<file path="src/rtl/regop_ctrl.sv">
// Command sequencer and read scheduler for the operation unit / register bank
// datapath: a write-command FIFO issuing one write per cycle, plus a hazard-aware read FSM.
module regop_ctrl #(
    parameter int DEPTH = 4
) (
    input  logic                    clk,
    input  logic                    reset,
    input  logic                    run,
    input  logic                    cmd_valid,
    output logic                    cmd_ready,
    input  logic [7:0]              cmd_x,
    input  logic [7:0]              cmd_y,
    input  logic                    cmd_c,
    input  logic [2:0]              cmd_dst,
    input  logic                    rd_valid,
    output logic                    rd_ready,
    input  logic [2:0]              rd_addr,
    output logic                    rd_data_valid,
    output logic [15:0]             rd_data,
    output logic [7:0]              X,
    output logic [7:0]              Y,
    output logic                    C,
    output logic [2:0]              w_addr,
    output logic                    en_addr,
    output logic [2:0]              SEL,
    input  logic [15:0]             R,
    output logic [$clog2(DEPTH):0]  count
);
    localparam int PW = $clog2(DEPTH);
    localparam logic [PW:0] FULL_COUNT = (PW+1)'(DEPTH);

    typedef struct packed {
        logic [7:0] x;
        logic [7:0] y;
        logic       c;
        logic [2:0] dst;
    } cmd_t;

    typedef enum logic [1:0] {IDLE, SETTLE, DONE} rd_state_t;

    cmd_t          mem [DEPTH];
    cmd_t          cmd_in;
    logic [PW-1:0] head;
    logic [PW-1:0] tail;
    logic          push;
    logic          pop;
    logic          hazard;
    rd_state_t     state;
    rd_state_t     state_next;

    assign cmd_in    = {cmd_x, cmd_y, cmd_c, cmd_dst};
    assign cmd_ready = count < FULL_COUNT;
    assign push      = cmd_valid && cmd_ready;
    assign pop       = en_addr;

    // NOTE: every output gets a default before any condition, so no path leaves one unassigned (no latch).
    always_comb begin
        en_addr = 1'b0;
        X       = '0;
        Y       = '0;
        C       = 1'b0;
        w_addr  = '0;
        if (count != '0) begin
            en_addr = run;
            X       = mem[head].x;
            Y       = mem[head].y;
            C       = mem[head].c;
            w_addr  = mem[head].dst;
        end
    end

    // An entry is live when its distance from head (mod DEPTH) is below count.
    always_comb begin
        hazard = 1'b0;
        for (int i = 0; i < DEPTH; i++) begin
            if (({1'b0, PW'(i) - head} < count) && (mem[PW'(i)].dst == rd_addr))
                hazard = 1'b1;
        end
    end

    // NOTE: storage carries no reset; an entry is only ever observed while count marks it live.
    always_ff @(posedge clk) begin
        if (push)
            mem[tail] <= cmd_in;
    end

    // NOTE: sequential state uses <= so every flop samples the pre-edge values of its inputs.
    always_ff @(posedge clk or posedge reset) begin
        if (reset) begin
            head  <= '0;
            tail  <= '0;
            count <= '0;
        end else begin
            if (push)
                tail <= tail + 1'b1;
            if (pop)
                head <= head + 1'b1;
            if (push && !pop)
                count <= count + 1'b1;
            else if (pop && !push)
                count <= count - 1'b1;
        end
    end

    always_ff @(posedge clk or posedge reset) begin
        if (reset) begin
            state   <= IDLE;
            SEL     <= '0;
            rd_data <= '0;
        end else begin
            state <= state_next;
            if (rd_ready)
                SEL <= rd_addr;
            // Capture happens on the same edge a SETTLE-cycle write lands, so R is still the old value.
            if (state == SETTLE)
                rd_data <= R;
        end
    end

    always_comb begin
        state_next    = state;
        rd_ready      = 1'b0;
        rd_data_valid = 1'b0;
        case (state)
            IDLE: begin
                rd_ready = rd_valid && !hazard;
                if (rd_ready)
                    state_next = SETTLE;
            end
            SETTLE: state_next = DONE;
            DONE: begin
                rd_data_valid = 1'b1;
                state_next    = IDLE;
            end
            default: state_next = IDLE;
        endcase
    end

endmodule

</file>
<file path="config.mk">
export PLATFORM = sky130hd
export DESIGN_NAME = regop_ctrl
export DESIGN_NICKNAME = d
export VERILOG_FILES = /design/src/rtl/regop_ctrl.sv
export SDC_FILE = /design/constraint.sdc
export NUM_CORES = 1
export LEC_CHECK = 0
export ABC_AREA = 0
export BUFFER_PORTS_ARGS = -buffer_cell sky130_fd_sc_hd__buf_2
export CORE_MARGIN = 2
export CORE_UTILIZATION = 30
export DETAILED_ROUTE_END_ITERATION = 8
export MAX_ROUTING_LAYER = met4
export SETUP_SLACK_MARGIN = 0.05
export SYNTH_ARGS = -nofsm -noshare
export SYNTH_HDL_FRONTEND = slang
export SYNTH_SLANG_ARGS = --single-unit
export TNS_END_PERCENT = 20
</file>
<file path="constraint.sdc">
create_clock -name clk -period 6.65 [get_ports clk]
set_input_delay 0.3325 -clock clk [delete_from_list [all_inputs] [get_ports clk]]
set_output_delay 0.3325 -clock clk [all_outputs]
set_load 0.01 [all_outputs]
</file>
==> summary.txt, run 1 <==
Clock network
  – Post-CTS sizing: 0
  – CTS tree: done
  – # clock sinks: 108
  – Setup bufs post-CTS: 0
  – H-tree depth: 3
  – Root Buffer: clkbuf_16
  – Clock Latency Late Sink: approximately 0.35 ns
  – Clk slew on worst S/H paths: 0.07 ns
  – Inserted Clock Buffers: 9
  – Max Root-Sink Buffers: 2
  – # hold bufs at CTS: 0

Pwr
  – Leak: 0.00211 uW
  – Power per standard cell area: about 450 mW/mm2
  – Max rail drop VDD: around 180 uV

Floorplan
  – IO Count: 90
  – Die area: around 0.016 mm2
  – Core area: 0.0146 mm2
  – Initial Util: 0.308
  – DIE HEIGHT: approximately 130 um
  – Row count: 44
  – Die width: approximately 130 um

Placed design
  – Final Wtd Congestion: roughly 0.7
  – DP Area: around 0.005 mm2
  – DP HPWL: roughly 5600 um
  – Worst slack, placed: between 4 and 5 ns
  – Buffers on Ports: between 80 and 90

Drt
  – Remaining antenna violation count: 0
  – DRC errors left: 0
  – Final WL: ~8500 um
  – Vias: ~2,400
  – Pre-Repair DR Iteration Count: 4
  – Wirelength per Cell: between 15 and 20 um
  – 1st-iter DRT viols: 93
  – Post-DR vias/cell: 4.46

Global routing
  – Grt met1 use: 0.135
  – GR peak layer: met2
  – M2 GR Usage: 0.186
  – Number of global-route vias before repair: 2,470
  – Initial antenna violation count: 1
  – Grt ovf: 0
  – Global-route wire length before repair: approximately 13,000 um
  – M3 GR Usage: 0.0401
  – Global Route Usage Sum: 0.115
  – Largest net degree at the start of global routing: 29

Finish
  – Design Area, Final: roughly 0.0055 mm2
  – Final #Nets: between 300 and 400
  – P&R area growth vs syn: 21.8%
  – End-of-flow core utilization: 0.375
  – Share of layout cells above drive strength 1: 0.429
  – Commonest non-fill, non-tap cell in the layout: buf_2
  – Commonest non-fill, non-tap cells in the layout: buf_2, edfxtp_1, dfrtp_1, nor2b_1, mux4_2
  – Fill cells: about 1,400

STA
  – Fmax: 347 MHz
  – Slew @ Worst Pin: between 1 and 1.5 ns
  – Final min period: about 2.9 ns
  – Clock Skew: slightly above 0.01 ns
  – Fin. Hold Viols: 0
  – Period utilisation layout: 0.434
  – Max Slew Vio Count: 0
  – Max_slew headroom: 0.271
  – Setup Viol. Count Final: 0
  – RSZ-0062 raised after global routing: false
  – Post-route setup slack: approximately 3.8 ns
  – Setup TNS: 0 ns

Critical path
  – Reg2Reg Launch Point: head[0]
  – Crit Path Category: reg2out
  – Startpoint Class: register
  – Critical path required time: roughly 6.3 ns
  – Worst Path Arrival: between 2 and 3 ns
  – Crit Path Max Fanout: 26
  – CP endpoint kind: output port
  – Critical Path Start: head[0]

Job
  – Max-cap viol count: 0

Synth
  – Syn avg cell area: 18.0 um2
  – Mapped cell area: 0.00449 mm2
  – Gate count after technology mapping: about 250
  – Synthesis warning total: 0
  – Netlist cell types: 28
  – Sequential element share of the synthesized area: 0.691
  – Syn_nets: 303
  – FF+latch count, synth: between 100 and 150

Min path
  – Hold Crit Start: cmd_dst[1]
  – Hold crit path type: in2reg

Outcome
  – Status: finished, final reports clean
path summary, 6_finish.rpt:
kind	endpoint	slack (ns)	depth (start not counted)
setup / recovery	rd_ready	3.76	8
hold / removal	mem[2][1]	0.19	1
setup reg to reg	SEL[0]	4.18	7
hold reg to reg	SEL[2]	0.49	1
max in group asynchronous	head[0]	5.69	2
min in group asynchronous	count[1]	0.24	2
Yosys cell counts, drive strengths merged:
cell | number | area (um2)
mux2 | 20 | 225
a22oi | 1 | 7.51
a21boi | 1 | 7.51
buf | 10 | 65.1
o21ai | 3 | 15.0
nor3b | 1 | 7.51
mux4 | 20 | 450
ha | 9 | 113
clkbuf | 3 | 11.3
nand2 | 2 | 7.51
nor2b | 22 | 138
and2 | 4 | 25.0
edfxtp | 80 | 2400
a21oi | 3 | 15.0
xnor2 | 12 | 105
nor3 | 3 | 15.0
nand4 | 1 | 12.5
fa | 1 | 20.0
nor2 | 1 | 3.75
o2111ai | 2 | 17.5
inv | 12 | 45.0
xor2 | 7 | 61.3
nand2b | 3 | 18.8
dfrtp | 28 | 701
metrics by stage:
step | std cells | total power, uW | hold slack (ns)
3_3_place_gp | 511 | 1890 | 0.476
5_1_grt | 528 | 2650 | 0.179
3_5_place_dp | 511 | 1910 | 0.478
2_1_floorplan | 249 | 1590 | 0.398
4_1_cts | 527 | 2540 | 0.181
6_report | 528 | 2490 | 0.191
layout make-up:
class,instances,area (um2),area share
antenna,1,2.50,0.000458
clock buffer,9,225,0.0412
clock inverter,7,130,0.0238
inverter,12,45.0,0.00824
multi-input combinational,116,1270,0.232
sequential,108,3100,0.568
tap,184,230,0.0421
timing repair buffer,91,460,0.0842
cell families (layout without fill, tap and decap cells):
group,after synthesis,after routing,synth area share
other,0,1,0
adders and majority gates,10,10,0.0295
muxes,40,40,0.150
buffers and inverters,25,119,0.0270
AOI/OAI and AO/OA,10,10,0.0139
DFF,108,108,0.691
xor gates and xnor gates,19,19,0.0371
and+or+nand+nor,37,37,0.0507
power by group:
part	switching (uW)	total (uW)	internal, uW
clock	245	620	375
combinational	424	861	437
sequential	115	1000	889
critical path: stages, from the launching register on:
cell	delay (ns)
dfrtp_2	0.92
xnor2_1	0.22
inv_1	0.08
ha_1	0.28
a21oi_1	0.05
o2111ai_1	0.22
nand4_2	0.21
inv_1	0.09
buf_2	0.13
registers in the layout, indices dropped and copies added, names as in the netlist:
name,cells
tail,2
mem,80
SEL,3
state,2
rd_data,16
count,3
head,2
metal layers:
metal,part of all wire,wire length (um),vias to the layer above
met1,0.42,3590,1166
li1,-,-,1097
met5,0,0,-
met4,0.013,109,0
met2,0.50,4210,80
met3,0.065,552,10
No activity file was read; power rests on OpenSTA's default activity.
==> inputs of run 2 (changes only) <==
clock period = 2.4 ns   (was 6.65 ns; I/O delays follow)
==> run 2 against run 1 <==
Effect of this change:
- register-to-register slack got worse by 3.8 ns
- die area unchanged
- worst setup slack got worse by 3.6 ns
- clock power increased by 130%
- worst hold slack got worse by 0.18 ns
- total power increased to 2.7 times the previous value
- via count increased by 6.5%
- clock skew decreased by 0.00099 ns
- highest routed layer unchanged
==> summary.txt, run 2 (synthesis results as in run 1) <==
Floorplan
  – Die area: 0.0160 mm2
  – Core area: roughly 0.015 mm2
  – IO Count: 90
  – DIE HEIGHT: approximately 130 um
  – Die width: 126 um
  – Initial Util: 0.308
  – Row count: 44

Finish
  – Antenna Cells: 0
  – Fill cells: roughly 1,300
  – Multi-input gate area: around 0.0013 mm2
  – Biggest registers after layout: mem (80), rd_data (16)
  – Commonest non-fill, non-tap cell in the layout: buf_2
  – P&R area growth vs syn: 29.5%
  – Commonest non-fill, non-tap cells in the layout: buf_2, edfxtp_1, dlygate4sd3_1, dfrtp_1, nor2b_1
  – End-of-flow core utilization: 0.398
  – Share of layout cells above drive strength 1: 0.403
  – Largest register by flop count: mem
  – FF+latch area: about 0.0031 mm2
  – Number of flip-flops in the largest register: 80
  – Final #Nets: ~430
  – Design Area, Final: ~0.0058 mm2

Clock network
  – CTS tree: done
  – Inserted Clock Buffers: 9
  – Clock Latency Late Sink: roughly 0.36 ns
  – Clk slew on worst S/H paths: around 0.08 ns
  – # clock sinks: around 110
  – Max Root-Sink Buffers: 2
  – H-tree depth: 3
  – Setup bufs post-CTS: 0
  – Root Buffer: clkbuf_16

Placed design
  – Buffers on Ports: a little under 90
  – DP Area: 0.00516 mm2
  – Final Wtd Congestion: around 0.78
  – Worst slack, placed: 0.362 ns
  – DP HPWL: around 5800 um

Pwr
  – Net Sw Frac: 0.331
  – Total Power: approximately 6700 uW
  – Combinational Power Share: 0.391
  – Switching Power: 2220 uW
  – Power per standard cell area: between 1000 and 1500 mW/mm2
  – Max rail drop VDD: 585 uV
  – Flop pwr share: 0.396
  – Clock group share of total power: 0.213
  – Power Internal: around 4500 uW
  – Leak: 0.00226 uW

STA
  – Clock Skew: between 0.009 and 0.01 ns
  – Fin. Hold Viols: 0
  – Period utilisation layout: 0.914
  – Setup TNS: 0 ns
  – Final min period: around 2.2 ns
  – Post-route setup slack: about 0.21 ns
  – Max Slew Vio Count: 0
  – RSZ-0062 raised after global routing: false
  – Setup Viol. Count Final: 0
  – Max_slew headroom: 0.250
  – Fmax: 456 MHz
  – Slew @ Worst Pin: approximately 1.1 ns

Critical path
  – Worst path cell trace: inv_1 > ha_1 > a21boi_1 > o21ai_0 > a22oi_1 > nand4_2 > inv_1 > buf_2
  – Slowest stage cell, crit path: dfrtp_2
  – Startpoint Class: register
  – Slowest stage delay, CP: 0.42 ns
  – Worst Path Arrival: ~2.1 ns
  – CP endpoint kind: output port
  – Crit Path Category: reg2out
  – Worst path most repeated cell: inv_1
  – Critical Path Start: count[1]
  – Critical path required time: around 2.3 ns
  – Crit Path Max Fanout: 5
  – Top Family by Delay on Critical Path: compound AO/OA/AOI/OAI gates
  – WP buf/inv: 3
  – Reg2Reg Launch Point: count[2]

Global routing
  – Global-route wire length before repair: around 14,000 um
  – Grt met1 use: 0.139
  – Largest net degree at the start of global routing: 29
  – Global Route Usage Sum: 0.122
  – M2 GR Usage: 0.200
  – M3 GR Usage: 0.0405
  – Initial antenna violation count: 0
  – Grt ovf: 0
  – GR peak layer: met2
  – Number of global-route vias before repair: 2,668

Drt
  – Remaining antenna violation count: 0
  – Final WL: ~9000 um
  – Vias: between 2,000 and 3,000
  – Pre-Repair DR Iteration Count: 4
  – Wirelength per Cell: 15.7 um
  – Post-DR vias/cell: between 4 and 5
  – DRC errors left: 0
  – 1st-iter DRT viols: roughly 110

Job
  – Max-cap viol count: 0

Min path
  – Hold Crit Start: cmd_dst[1]
  – Hold crit path type: in2reg

Outcome
  – Status: finished, final reports clean
-- run 2: cell count changes in the layout (fill, tap and decap cells not counted) --
cell and delta:
bufinv_16 -3, dlygate4sd3_1 +35, inv_8 -1, clkinv_8 +1, buf_6 +1, diode_2 -1, inv_6 +1, clkinvlp_4 +2
dfrtp_1 -1, buf_4 +6, dfrtp_2 +1
-- run 2: final cells by class --
class / count / area share
Clock buffer: 9 / 0.0388
Clock inverter: 7 / 0.0118
Inverter: 12 / 0.00775
Multi-Input combinational cell: 116 / 0.219
Sequential cell: 108 / 0.534
Tap cell: 184 / 0.0396
Timing Repair Buffer: 133 / 0.149
-- run 2: final timing paths --
check / cells past startpoint / endpoint / slack, ns
min: 1 / mem[0][1] / 0.01
min in group asynchronous: 2 / rd_data[6] / 0.05
min reg2reg: 1 / SEL[0] / 0.49
max reg2reg: 8 / count[2] / 0.40
max: 8 / rd_ready / 0.21
max in group asynchronous: 2 / head[0] / 1.61
-- run 2: power groups by stage --
| stage | combinational [uW] | sequential, uW | clock, uW |
|---|---|---|---|
| after floorplan | 1630 | 2770 | 0 |
| after global placement | 2610 | 2680 | 0 |
| after detailed placement | 2630 | 2700 | 0 |
| after CTS | 2690 | 2660 | 1480 |
| after global routing | 2910 | 2710 | 1550 |
| final | 2620 | 2660 | 1430 |
-- run 2: metrics by stage --
step | cells | hold WS [ns]
floorplan | 249 | 0.185
global placement | 518 | 0.329
detailed placement | 518 | 0.335
CTS | 569 | 0.00357
global route | 569 | 0.00879
finish | 569 | 0.0118
-- run 2: repair_timing --
item / 4_1_cts / 5_1_grt
hold buffers: 35 / 0
gates resized for setup: 0 / 2
endpoints found under the hold margin: 92 / 0
endpoints found under the setup margin: 0 / 1
-- run 2: per-layer routing --
| metal | wire length, um | up-vias | part of all wire |
|---|---|---|---|
| li1 | - | 1183 | - |
| met1 | 3840 | 1233 | 0.43 |
| met2 | 4380 | 76 | 0.49 |
| met3 | 533 | 15 | 0.060 |
| met4 | 176 | 0 | 0.020 |
| met5 | 0 | - | 0 |
==> inputs of run 3 (changes only) <==
CORE_ASPECT_RATIO = 0.8   (was unset)
==> run 3 against run 2 <==
Effect of this change:
- global-route usage up 0.42 points
- register-to-register slack got worse by 0.08 ns
- clock skew hardly changed
- die area hardly changed
- worst hold slack gained 0.0039 ns
- flip-flop and latch count is the same
- first-iteration DRC count fell by 34%
- clock power about the same
- worst setup slack improved by 0.0084 ns
- critical path depth is the same
- non-clock buffer count up 5
==> summary.txt, run 3 (synthesis results as in run 1) <==
Outcome
  – Status: finished, final reports clean

Pwr
  – Combinational Power Share: 0.395
  – Clock group share of total power: 0.213
  – Power per standard cell area: 1160 mW/mm2
  – Switching Power: between 2000 and 2500 uW
  – Leak: between 0.002 and 0.0025 uW
  – Power Internal: about 4600 uW
  – Flop pwr share: 0.391
  – Max rail drop VDD: between 400 and 500 uV
  – Net Sw Frac: 0.322

Clock network
  – H-tree depth: 3
  – Clk slew on worst S/H paths: approximately 0.070 ns
  – CTS tree: done
  – Inserted Clock Buffers: 9
  – Root Buffer: clkbuf_16
  – Clock Latency Late Sink: 0.35 ns
  – # clock sinks: 108
  – Max Root-Sink Buffers: 2

STA
  – RSZ-0062 raised after global routing: false
  – Fin. Hold Viols: 0
  – Slew @ Worst Pin: 0.792 ns
  – Final hold slack: 0.0157 ns
  – Clock Skew: between 0.008 and 0.009 ns
  – Fmax: between 400 and 500 MHz
  – Period utilisation layout: 0.910
  – Setup Viol. Count Final: 0
  – Setup TNS: 0 ns
  – Max Slew Vio Count: 0
  – Final min period: 2.18 ns
  – Max_slew headroom: 0.472

Global routing
  – Global-route wire length before repair: around 15,000 um
  – Grt ovf: 0
  – Number of global-route vias before repair: about 2,700
  – Largest net degree at the start of global routing: 29
  – Global Route Usage Sum: 0.126
  – Initial antenna violation count: 0

Finish
  – P&R area growth vs syn: 30.2%
  – Biggest registers after layout: mem (80), rd_data (16)
  – Fill cells: around 1,400
  – Share of layout cells above drive strength 1: 0.410
  – End-of-flow core utilization: 0.405
  – Design Area, Final: 0.00585 mm2
  – Largest register by flop count: mem
  – Antenna Cells: 0
  – Commonest non-fill, non-tap cells in the layout: buf_2, edfxtp_1, dlygate4sd3_1, dfrtp_1, nor2b_1
  – Final #Nets: 439
  – Number of flip-flops in the largest register: 80
  – Commonest non-fill, non-tap cell in the layout: buf_2

Drt
  – Met1 WL: 4150 um
  – Wirelength per Cell: 15.8 um
  – Pre-Repair DR Iteration Count: 4
  – 1st-iter DRT viols: between 70 and 80
  – Vias: 2,530
  – Remaining antenna violation count: 0
  – WL met3: between 400 and 500 um
  – Final WL: between 9000 and 10,000 um
  – DRC errors left: 0
  – Met2 wire len: ~4400 um
  – Top layer reached by signal wires: met4
  – Post-DR vias/cell: about 4.4

Critical path
  – Crit Path Category: reg2out
  – Worst Path Arrival: 2.06 ns
  – Critical path required time: about 2.3 ns
  – Reg2Reg Launch Point: head[0]
  – Startpoint Class: register
  – Crit Path Max Fanout: 5
  – CP endpoint kind: output port
  – Reg2reg setup slack: approximately 0.32 ns
  – Critical Path Start: head[0]

Min path
  – Hold crit path type: in2reg
  – Hold Crit Start: R[14]

Floorplan
  – Die area: between 0.015 and 0.02 mm2
  – DIE HEIGHT: about 110 um
  – Row count: 39
  – IO Count: 90
  – Die width: approximately 140 um
  – Initial Util: 0.311
  – Core area: between 0.01 and 0.015 mm2

Job
  – Max-cap viol count: 0

Placed design
  – DP HPWL: about 5900 um
  – DP Area: 0.00518 mm2
  – Buffers on Ports: 89
  – Final Wtd Congestion: ~0.70
run 3: critical path, cell delays in order (launching register included):
cell	delay, ns
dfrtp_2	0.42
xnor2_1	0.21
inv_1	0.07
ha_1	0.28
a21oi_1	0.07
o2111ai_1	0.21
nand4_2	0.21
inv_1	0.11
buf_2	0.13
run 3: timing repair:
item | CTS | global route
setup endpoints to repair | 0 | 1
setup buffers | 0 | 4
gates resized for setup | 0 | 1
hold endpoints to repair | 121 | 0
hold buffers | 34 | 0
run 3: stage by stage:
step / cells / power (uW) / worst slack (ns)
global placement: 520 / 5300 / 0.442
floorplan: 249 / 4400 / 0.226
finish: 574 / 6790 / 0.215
detailed placement: 520 / 5360 / 0.392
CTS: 570 / 6880 / 0.125
global route: 574 / 7270 / 0.0710
run 3: power by group through the flow:
stage	clock network, uW	registers, uW	logic, uW
2_1_floorplan	0	2770	1630
3_3_place_gp	0	2690	2610
3_5_place_dp	0	2710	2650
4_1_cts	1510	2680	2700
5_1_grt	1590	2710	2970
6_report	1450	2660	2680
run 3: layer usage:
layer	vias to the layer above	global-route usage
li1	1192	-
met1	1274	0.153
met2	52	0.201
met3	12	0.0462
met4	0	0.0347
met5	-	-
run 3: layout make-up:
class | instances | area [um2] | area share
flip-flops and latches | 108 | 3110 | 0.531
clock buffers | 12 | 268 | 0.0458
inverters | 12 | 45.0 | 0.00771
repair buffers | 138 | 898 | 0.154
well taps | 184 | 230 | 0.0394
clock inverters | 4 | 28.8 | 0.00492
multi-input cells | 116 | 1270 | 0.217
run 3: worst paths after layout:
kind,end,depth (start not counted)
max in group asynchronous,count[1],4
hold / removal,rd_data[14],2
min in group asynchronous,rd_data[8],4
setup reg to reg,SEL[2],8
setup / recovery,rd_ready,8
hold reg to reg,SEL[0],1
